$ cat config.mk
export PLATFORM = sky130hd
export DESIGN_NAME = instruction_fetch_unit
export DESIGN_NICKNAME = d
export VERILOG_FILES = /design/src/rtl/instruction_fetch_unit_pkg.sv /design/src/rtl/instruction_fetch_unit_program_counter.sv /design/src/rtl/instruction_fetch_unit.sv
export SDC_FILE = /design/constraint.sdc
export NUM_CORES = 1
export LEC_CHECK = 0
export ABC_AREA = 0
export CORE_AREA = 5 5 108 110
export CTS_CLUSTER_DIAMETER = 30
export DETAILED_ROUTE_END_ITERATION = 8
export DIE_AREA = 0 0 113 115
export PLACE_DENSITY_LB_ADDON = 0.2
export SYNTH_ARGS = -nofsm -noshare
export SYNTH_HDL_FRONTEND = slang
export SYNTH_SLANG_ARGS = --single-unit
$ cat constraint.sdc
create_clock -name Clk -period 4.9 [get_ports Clk]
set_clock_uncertainty 0.2 [all_clocks]
set_input_delay 0.98 -clock Clk [delete_from_list [all_inputs] [get_ports Clk]]
set_output_delay 0.98 -clock Clk [all_outputs]
set_load 0.02 [all_outputs]
$ cat src/rtl/instruction_fetch_unit_pkg.sv
// Shared types and constants for the instruction fetch unit.
package instruction_fetch_unit_pkg;

  localparam int unsigned XLEN = 32;
  localparam logic [XLEN-1:0] PC_INCR = 32'd4;

  typedef enum logic [1:0] {
    IDLE    = 2'd0,
    WAIT    = 2'd1,
    DISCARD = 2'd2
  } fetch_state_e;

  typedef struct packed {
    logic [XLEN-1:0] instr;
    logic [XLEN-1:0] pc_plus4;
  } fetch_slot_t;

endpackage

$ cat src/rtl/instruction_fetch_unit_program_counter.sv
// Program counter register with sequential-increment / redirect-load mux.
module program_counter
  import instruction_fetch_unit_pkg::*;
#(
  parameter logic [XLEN-1:0] RESET_PC = 32'h0000_0000
) (
  input  logic            Clk,
  input  logic            Reset,
  input  logic            inc,
  input  logic            load,
  input  logic [XLEN-1:0] load_pc,
  output logic [XLEN-1:0] pc,
  output logic [XLEN-1:0] pc_plus4_c
);

  // Natural 32-bit wrap: 32'hFFFF_FFFC + 4 -> 0.
  assign pc_plus4_c = pc + PC_INCR;

  // Redirect wins over the sequential increment.
  always_ff @(posedge Clk or posedge Reset) begin
    if (Reset) begin
      pc <= RESET_PC;
    end else if (load) begin
      pc <= load_pc;
    end else if (inc) begin
      pc <= pc_plus4_c;
    end
  end

endmodule

$ cat src/rtl/instruction_fetch_unit.sv
// Single-outstanding instruction fetch FSM feeding a one-entry output slot.
module instruction_fetch_unit
  import instruction_fetch_unit_pkg::*;
#(
  parameter logic [XLEN-1:0] RESET_PC = 32'h0000_0000
) (
  input  logic            Clk,
  input  logic            Reset,
  input  logic            Stall,
  input  logic            Redirect,
  input  logic [XLEN-1:0] RedirectPC,
  output logic            IMemReq,
  output logic [XLEN-1:0] IMemAddr,
  input  logic            IMemAck,
  input  logic [XLEN-1:0] IMemData,
  output logic [XLEN-1:0] PCAddResult,
  output logic [XLEN-1:0] Instruction,
  output logic            InstrValid
);

  fetch_state_e    state;
  fetch_state_e    state_next;
  logic            pc_inc_c;
  logic            capture_c;
  logic            consume_c;
  logic [XLEN-1:0] pc;
  logic [XLEN-1:0] pc_plus4_c;
  fetch_slot_t     slot;
  logic            slot_valid;

  program_counter #(
    .RESET_PC(RESET_PC)
  ) u_program_counter (
    .Clk       (Clk),
    .Reset     (Reset),
    .inc       (pc_inc_c),
    .load      (Redirect),
    .load_pc   (RedirectPC),
    .pc        (pc),
    .pc_plus4_c(pc_plus4_c)
  );

  assign IMemAddr    = pc;
  assign Instruction = slot.instr;
  assign PCAddResult = slot.pc_plus4;
  assign InstrValid  = slot_valid;
  assign consume_c   = slot_valid && !Stall;

  always_ff @(posedge Clk or posedge Reset) begin
    if (Reset) begin
      state <= IDLE;
    end else begin
      state <= state_next;
    end
  end

  // A redirect in WAIT still waits for the in-flight read before refetching.
  always_comb begin
    state_next = state;
    IMemReq    = 1'b0;
    pc_inc_c   = 1'b0;
    capture_c  = 1'b0;
    case (state)
      IDLE: begin
        if (!Redirect && (!slot_valid || !Stall)) begin
          IMemReq    = 1'b1;
          state_next = WAIT;
        end
      end
      WAIT: begin
        if (IMemAck) begin
          capture_c  = !Redirect;
          pc_inc_c   = !Redirect;
          state_next = IDLE;
        end else if (Redirect) begin
          state_next = DISCARD;
        end
      end
      DISCARD: begin
        if (IMemAck) begin
          state_next = IDLE;
        end
      end
      default: state_next = IDLE;
    endcase
    if (Reset) begin
      IMemReq = 1'b0;
    end
  end

  // Output slot: capture beats flush, flush beats plain consumption.
  always_ff @(posedge Clk or posedge Reset) begin
    if (Reset) begin
      slot       <= '0;
      slot_valid <= 1'b0;
    end else if (capture_c) begin
      slot       <= '{instr: IMemData, pc_plus4: pc_plus4_c};
      slot_valid <= 1'b1;
    end else if (Redirect || consume_c) begin
      slot_valid <= 1'b0;
    end
  end

endmodule
-- Yosys cells after proc, flatten, opt, wreduce, memory -nomap -nowiden
Cells that the tools add are included.
- register bits after elaboration: 99
- bits in latches: 0
- bits in writable memories: 0
- ROM bits: 0
- input port bits: 69
- output and inout bits: 98
- logic and storage cells: 36
- memories kept: 0
- $add $sub $neg: 1
- $mul: 0
- div/mod/pow operators: 0
- $lt $le $gt $ge: 0
- equality and inequality tests: 5
- shifts and indexed selects: 0
- multiplexer cells: 14
- bitwise logic cells: 0
- reductions and logical operators: 11
- operator list (cell ; number):
    $mux W32 ; 2
    $add A32 B3 Y32 const B ; 1
    $mux W2 ; 4
    $mux W1 ; 7
    $pmux W2 S3 ; 1
    $ne A2 B2 Y1 const B ; 2
    $reduce_bool A2 Y1 ; 2
    $logic_not A1 Y1 ; 3
    $ne A3 B3 Y1 const B ; 1
    $reduce_and A3 Y1 ; 1
    $eq A2 B1 Y1 const B ; 1
    $eq A2 B2 Y1 const B ; 1
    $logic_and A1 B1 Y1 ; 2
    $logic_not A2 Y1 ; 1
    $logic_or A1 B1 Y1 ; 2

-- Depth between registers and ports, before layout
Gate-level depths: netlist of the first run.
- depth after elaboration: 6
- mapped depth: 8
- depth with buffers taken out: 6

-- Hierarchy
A second synthesis of the first run with hierarchy kept.
- cell total of the unflattened synthesis: 443
- area, all modules: 5206.2 um2
- modules (own cells, without submodules) (module ; times used ; cells an instance ; area each (um2) ; seq. area each (um2)):
    instruction_fetch_unit ; 1 ; 150 ; 2791.4 ; 1676.6
    program_counter ; 1 ; 293 ; 2414.8 ; 800.8

-- Worst setup path after synthesis of the first run
Ideal clock, no wire load.
- path type: input to output
- start point: input port Redirect
- end point: output port IMemReq
- data arrival time: 1.828 ns
- data required time: 3.720 ns
- slack: 1.892 ns
- stages on the path: 2
- buffers on the path: 0
- path through: or4_1 a21oi_1
- longest elaborated chain between the ends: 5
- ends and longest elaborated chain (element ; line ; text):
    from (decl) ; instruction_fetch_unit.sv:10 ; input logic Redirect,
    $logic_not A1 Y1 ; instruction_fetch_unit.sv:65 ; if (!Redirect && (!slot_valid || !Stall)) begin
    $logic_and A1 B1 Y1 ; instruction_fetch_unit.sv:65 ;
    $mux W1 ; instruction_fetch_unit.sv:65 ;
    $mux W1 ; instruction_fetch_unit.sv:63 ; case (state)
    $mux W1 ; instruction_fetch_unit.sv:86 ; if (Reset) begin
    to (decl) ; instruction_fetch_unit.sv:12 ; output logic IMemReq,
Every way passes these cells.

-- Worst setup path after layout of the first run
- start point: input port Reset
- end point: output port IMemReq
- longest elaborated chain between the ends: 1
- ends and longest elaborated chain (element ; line ; text):
    from (decl) ; instruction_fetch_unit.sv:8 ; input logic Reset,
    $mux W1 ; instruction_fetch_unit.sv:86 ;
Every way passes these cells.

==> results of run 1 <==
[registers in the layout (all words and copies together) (netlist names)]
register              flops
InstrValid                1
state                     2
u_program_counter.pc     32
Instruction              32
PCAddResult              32
[path summary, 6_finish.rpt]
kind | endpoint | cells past startpoint | from | slack [ps]
max in group asynchronous | u_program_counter.pc[7] | 3 | Reset | 2920
max | IMemReq | 4 | Reset | 1110
min in group asynchronous | Instruction[20] | 2 | Reset | 780
max reg2reg | u_program_counter.pc[26] | 6 | u_program_counter.pc[2] | 2260
min | Instruction[14] | 2 | Instruction[14] | 280
min reg2reg | Instruction[14] | 2 | Instruction[14] | 280
[power by group through the flow]
stage               clock, mW  combinational [mW]  sequential [mW]
detailed placement          0               0.854             1.12
finish                  0.630               0.844             1.11
global placement            0               0.842             1.12
floorplan                   0               0.207             1.30
CTS                     0.643               0.857             1.11
global route            0.676               0.912             1.13
[tightest hold or removal path: cells and delay by family, from the launching register on]
family	cells	cell delay [ps]
and+or+nand+nor	2	100
DFF	1	350
[stage by stage]
stage / setup slack [ps] / utilization / std cells / cell area (µm²)
floorplan: 1130 / - / 514 / 4629
global placement: 1123 / 0.5984 / 789 / 6345
detailed placement: 1130 / 0.5984 / 789 / 6345
CTS: 1116 / 0.6212 / 805 / 6586
global route: 995.9 / 0.6212 / 805 / 6586
finish: 1112 / 0.6212 / 805 / 6586
[kinds of logic after synthesis]
kind of cell	count (synthesis)	synth area share
mux	4	0.009459
compound gates	63	0.07243
fa+ha+maj	1	0.002702
xor+xnor	49	0.09270
buf+inv	40	0.03865
flops	99	0.5351
simple gates	258	0.2489
[layout by cell type (no fill, tap or decap), types with 10 or more instances in the layout]
cell type	count
clkbuf_8	10
nor2_1	11
clkdlybuf4s50_1	165
nand2_1	178
xnor2_1	15
dfrtp_1	99
xor2_1	34
o21ai_0	54
nand3_1	24
nand4_1	14
[routing by layer]
| metal | share of wire | wire (µm) |
|---|---|---|
| met1 | 0.42 | 5217 |
| met2 | 0.48 | 5861 |
| met3 | 0.082 | 1011 |
| met4 | 0.016 | 191 |
| met5 | 0 | 0 |
[cell type report]
| class | instances | area, µm² | area share |
|---|---|---|---|
| inverters | 4 | 17.52 | 0.002660 |
| clock buffers | 11 | 141.4 | 0.02147 |
| well taps | 140 | 175.2 | 0.02660 |
| flip-flops and latches | 99 | 2477 | 0.3761 |
| clock inverters | 5 | 100.1 | 0.01520 |
| multi-input cells | 375 | 1981 | 0.3007 |
| repair buffers | 171 | 1694 | 0.2572 |
[synthesized netlist by cell type (2+ instances only)]
cell | instances | area (µm²)
a21oi_1 | 3 | 15.01
and3_1 | 6 | 37.54
and4_1 | 4 | 35.03
buf_2 | 7 | 35.03
buf_4 | 5 | 37.54
clkbuf_1 | 22 | 82.58
dfrtp_1 | 99 | 2477
inv_1 | 4 | 15.01
mux2_2 | 3 | 33.78
nand2_1 | 178 | 668.1
nand3_1 | 24 | 120.1
nand4_1 | 14 | 87.58
nor2_1 | 11 | 41.29
nor3_1 | 4 | 20.02
nor3_2 | 2 | 20.02
nor4_1 | 3 | 18.77
o21ai_0 | 54 | 270.3
o221ai_1 | 2 | 17.52
or3_1 | 2 | 12.51
xnor2_1 | 15 | 131.4
xor2_1 | 34 | 297.8
==> results.ini, run 1 <==
[run_status]
status=finished clean

[power_and_ir_drop]
p_int_mw=1.746
power.share.clock=0.244
pwr-share-comb=0.327
swShare=0.3236
power.total_mw=2.581
p_switching_uw=835.2
power.leakage_nw=2.841
share_seq_of_total_power=0.429
power_density_mw_per_mm2=391.9
vdd_drop_max_uv=223.1

[clocking]
cts.path.max_buffers=2
htreeDepth=3
cts_resized=0
cts.clk_slew.worst_paths_ps=90
root_buffer=clkbuf_8
numCtsBuffers=9
clock_latency_ps=370
cts_hold_buf=0
cts_tree=yes
cts.sinks=99
post_cts_buffers=0

[setup_path]
path_delay_family=buffers and inverters
crit_path_end_kind=output pin
cpMostUsedCell=clkdlybuf4s50_1
slowest_delay_ps=630
crit_fanout=2
crit_slowest_cell=clkdlybuf4s50_1
critPathKind=input pin to output pin
crit_buf_inv=2
crit_required_ps=3720
path_cells=clkdlybuf4s50_1, or4_1, a21oi_1, clkdlybuf4s50_1
critPathLaunchType=input pin
cp.arrival_ps=2610

[global_route]
grtUsageMet3=0.05789
grt_use_met1=0.2373
grt_pass1_wl_mm=19.81
overflow=0
antenna_found_initial=0
grt_pass1_vias=4039
use_met2=0.3148
grt.busiest_layer=met2
track_usage=0.1904
grt_max_degree=68

[sta]
setup_viol=0
hold_violations=0
tns_ps=0
slew_violations=0
fmax_mhz=264.0
holdWs_ps=277.7
fin_crit_ps=3788
grt_setup_unrepaired=false
worstMarginPinSlew_ps=936.8
slew-limit-headroom=0.3754
period_share=0.7730

[floorplan]
die-area_mm2=0.01300
die_y_um=115
rows=38
io-pin-count=167
core_mm2=0.01060
initial_core_util=0.4366
die_w_um=113

[synth]
async_reset_ff_frac=1.000
yosys_register_bits=99
ys_seq_area_frac=0.5351
syn_area_mm2=0.004629
syn_inst=514
yosys.cell_types.count=39
syn_area_per_cell_um2=9.007
ys_warn_count=0
ys_dominant_reg_cell=dfrtp_1
synth_edf_count=0
synth_nets=584

[placed_design]
gp_congestion=0.8252
port_buffers=166
place_hpwl_mm=8.778

[route]
via_per_inst=4.991
drt_iter0_drc=169
dr_total_vias=4018
wl_per_cell_um=15.26
ant_nets=0
drc=0
first_pass_iters=4
routed_wl_mm=12.28

[run]
drv_cap=0

[finish]
diodes=0
drive_gt1_frac=0.05113
areaGrowthSynthToFinish_pct=42.27
fill_cells=899
fin_nets=730

[hold_path]
hp-class=flip-flop to flip-flop

Power figures use the tool's default switching activity.
==> run 2, diff against run 1 <==
clock period = 3.7 ns   (was 4.9 ns; I/O delays follow)
==> results.ini, run 2 (synthesis gave the netlist of run 1 again) <==
[setup_path]
critPathKind=input pin to output pin
cp.arrival_ps=2390
r2r_end=u_program_counter.pc[26]
crit_path_end_kind=output pin
crit_fanout=2
r2r-start=u_program_counter.pc[2]
reg2reg_depth=6
r2r_setup_slack_ps=1260
crit_required_ps=2760
critPathLaunchType=input pin

[finish]
utilization=0.6249
final_cells=806
layout_commonest_cell=nand2_1
mostFrequentLayoutCells=nand2_1 (178), clkdlybuf4s50_1 (165), dfrtp_1 (99)
diodes=0
fill_cells=921
areaGrowthSynthToFinish_pct=43.11
fin_nets=731
drive_gt1_frac=0.05405

[sta]
slew-limit-headroom=0.5448
fmax_mhz=300.0
period_share=0.9009
fin_crit_ps=3333
grt_setup_unrepaired=false
setup_viol=0
tns_ps=0
slew_violations=0
hold_violations=0
worstMarginPinSlew_ps=682.8

[clocking]
post_cts_buffers=0
cts_resized=0
cts.clk_slew.worst_paths_ps=90
numCtsBuffers=9
cts.path.max_buffers=2
cts_hold_buf=0
cts.sinks=99
clock_latency_ps=360
htreeDepth=3
root_buffer=clkbuf_8
cts_tree=yes

[power_and_ir_drop]
share_seq_of_total_power=0.425
p_int_mw=2.352
swShare=0.3192
power.leakage_nw=2.861
pwr-share-comb=0.324
p_switching_mw=1.103
vdd_drop_max_uv=300.2
power_density_mw_per_mm2=521.5
power.share.clock=0.251

[floorplan]
core_mm2=0.01060
rows=38
die-area_mm2=0.01300
initial_core_util=0.4366
die_y_um=115
io-pin-count=167
die_w_um=113

[placed_design]
gp_congestion=0.7773
port_buffers=166
placed_cells=790
place_hpwl_mm=8.791

[global_route]
grt_pass1_vias=3996
grt_use_met1=0.2425
antenna_found_initial=0
grt_max_degree=76
track_usage=0.1912
grtUsageMet3=0.05263
overflow=0
use_met2=0.3227
grt.busiest_layer=met2
grt_pass1_wl_mm=19.97

[route]
dr_total_vias=4000
first_pass_iters=5
wl_per_cell_um=15.21
routed_wl_mm=12.26
ant_nets=0
drc=0
via_per_inst=4.963
drt_iter0_drc=215

[run]
drv_cap=0

[run_status]
status=finished clean

[hold_path]
hp-class=flip-flop to flip-flop
hold_start=Instruction[1]
whs_path_depth=2
worstHoldEndpoint=Instruction[1]

==> run 2: changes by cell type in the layout (fill, tap and decap cells not counted) <==
cell / delta
clkbuf_8: +2
buf_12: +1
clkbuf_1: -1
clkinv_2: -1
==> run 2: how the worst max path moves through the flow <==
stage | endpoint | cells past startpoint | startpoint | slack, ps
2_1_floorplan | InstrValid | 1 | Reset | 170
3_3_place_gp | IMemReq | 4 | Reset | 400
3_5_place_dp | IMemReq | 4 | Reset | 380
4_1_cts | IMemReq | 4 | Reset | 370
5_1_grt | IMemReq | 4 | Reset | 330
6_report | IMemReq | 4 | Reset | 370
==> run 2: per-layer routing <==
metal  part of all wire  up-vias  wire length, µm
li1                   -     1982                -
met1               0.42     1881             5194
met2               0.49      130             5978
met3              0.080        7              987
met4             0.0083        0              102
met5                  0        -                0
==> run 2: layout make-up <==
| class | count | area, µm² | area share |
|---|---|---|---|
| Timing Repair Buffer | 172 | 1714 | 0.2587 |
| Clock inverter | 4 | 95.09 | 0.01435 |
| Multi-Input combinational cell | 375 | 1981 | 0.2990 |
| Clock buffer | 12 | 165.2 | 0.02493 |
| Inverter | 4 | 17.52 | 0.002644 |
| Tap cell | 140 | 175.2 | 0.02644 |
| Sequential cell | 99 | 2477 | 0.3739 |
==> run 2: power by group through the flow <==
stage	sequential [mW]	clock (mW)	combinational, mW
floorplan	1.73	0	0.275
global placement	1.48	0	1.12
detailed placement	1.49	0	1.14
CTS	1.47	0.893	1.14
global route	1.50	0.938	1.21
finish	1.47	0.867	1.12
==> run 2: per-stage QoR <==
| step | power [mW] | setup WS [ps] | hold WS (ps) | area (µm²) |
|---|---|---|---|---|
| after floorplan | 2.001 | 169.6 | 258.1 | 4629 |
| after global placement | 2.595 | 397.3 | 256.4 | 6365 |
| after detailed placement | 2.624 | 383.7 | 261.6 | 6365 |
| after CTS | 3.502 | 365.6 | 285.4 | 6625 |
| after global routing | 3.650 | 330.3 | 307.9 | 6625 |
| final | 3.455 | 366.7 | 279.4 | 6625 |
==> run 2: critical path, stage by stage <==
cell             delay [ps]
clkdlybuf4s50_1         460
or4_1                   420
a21oi_1                 140
clkdlybuf4s50_1         620
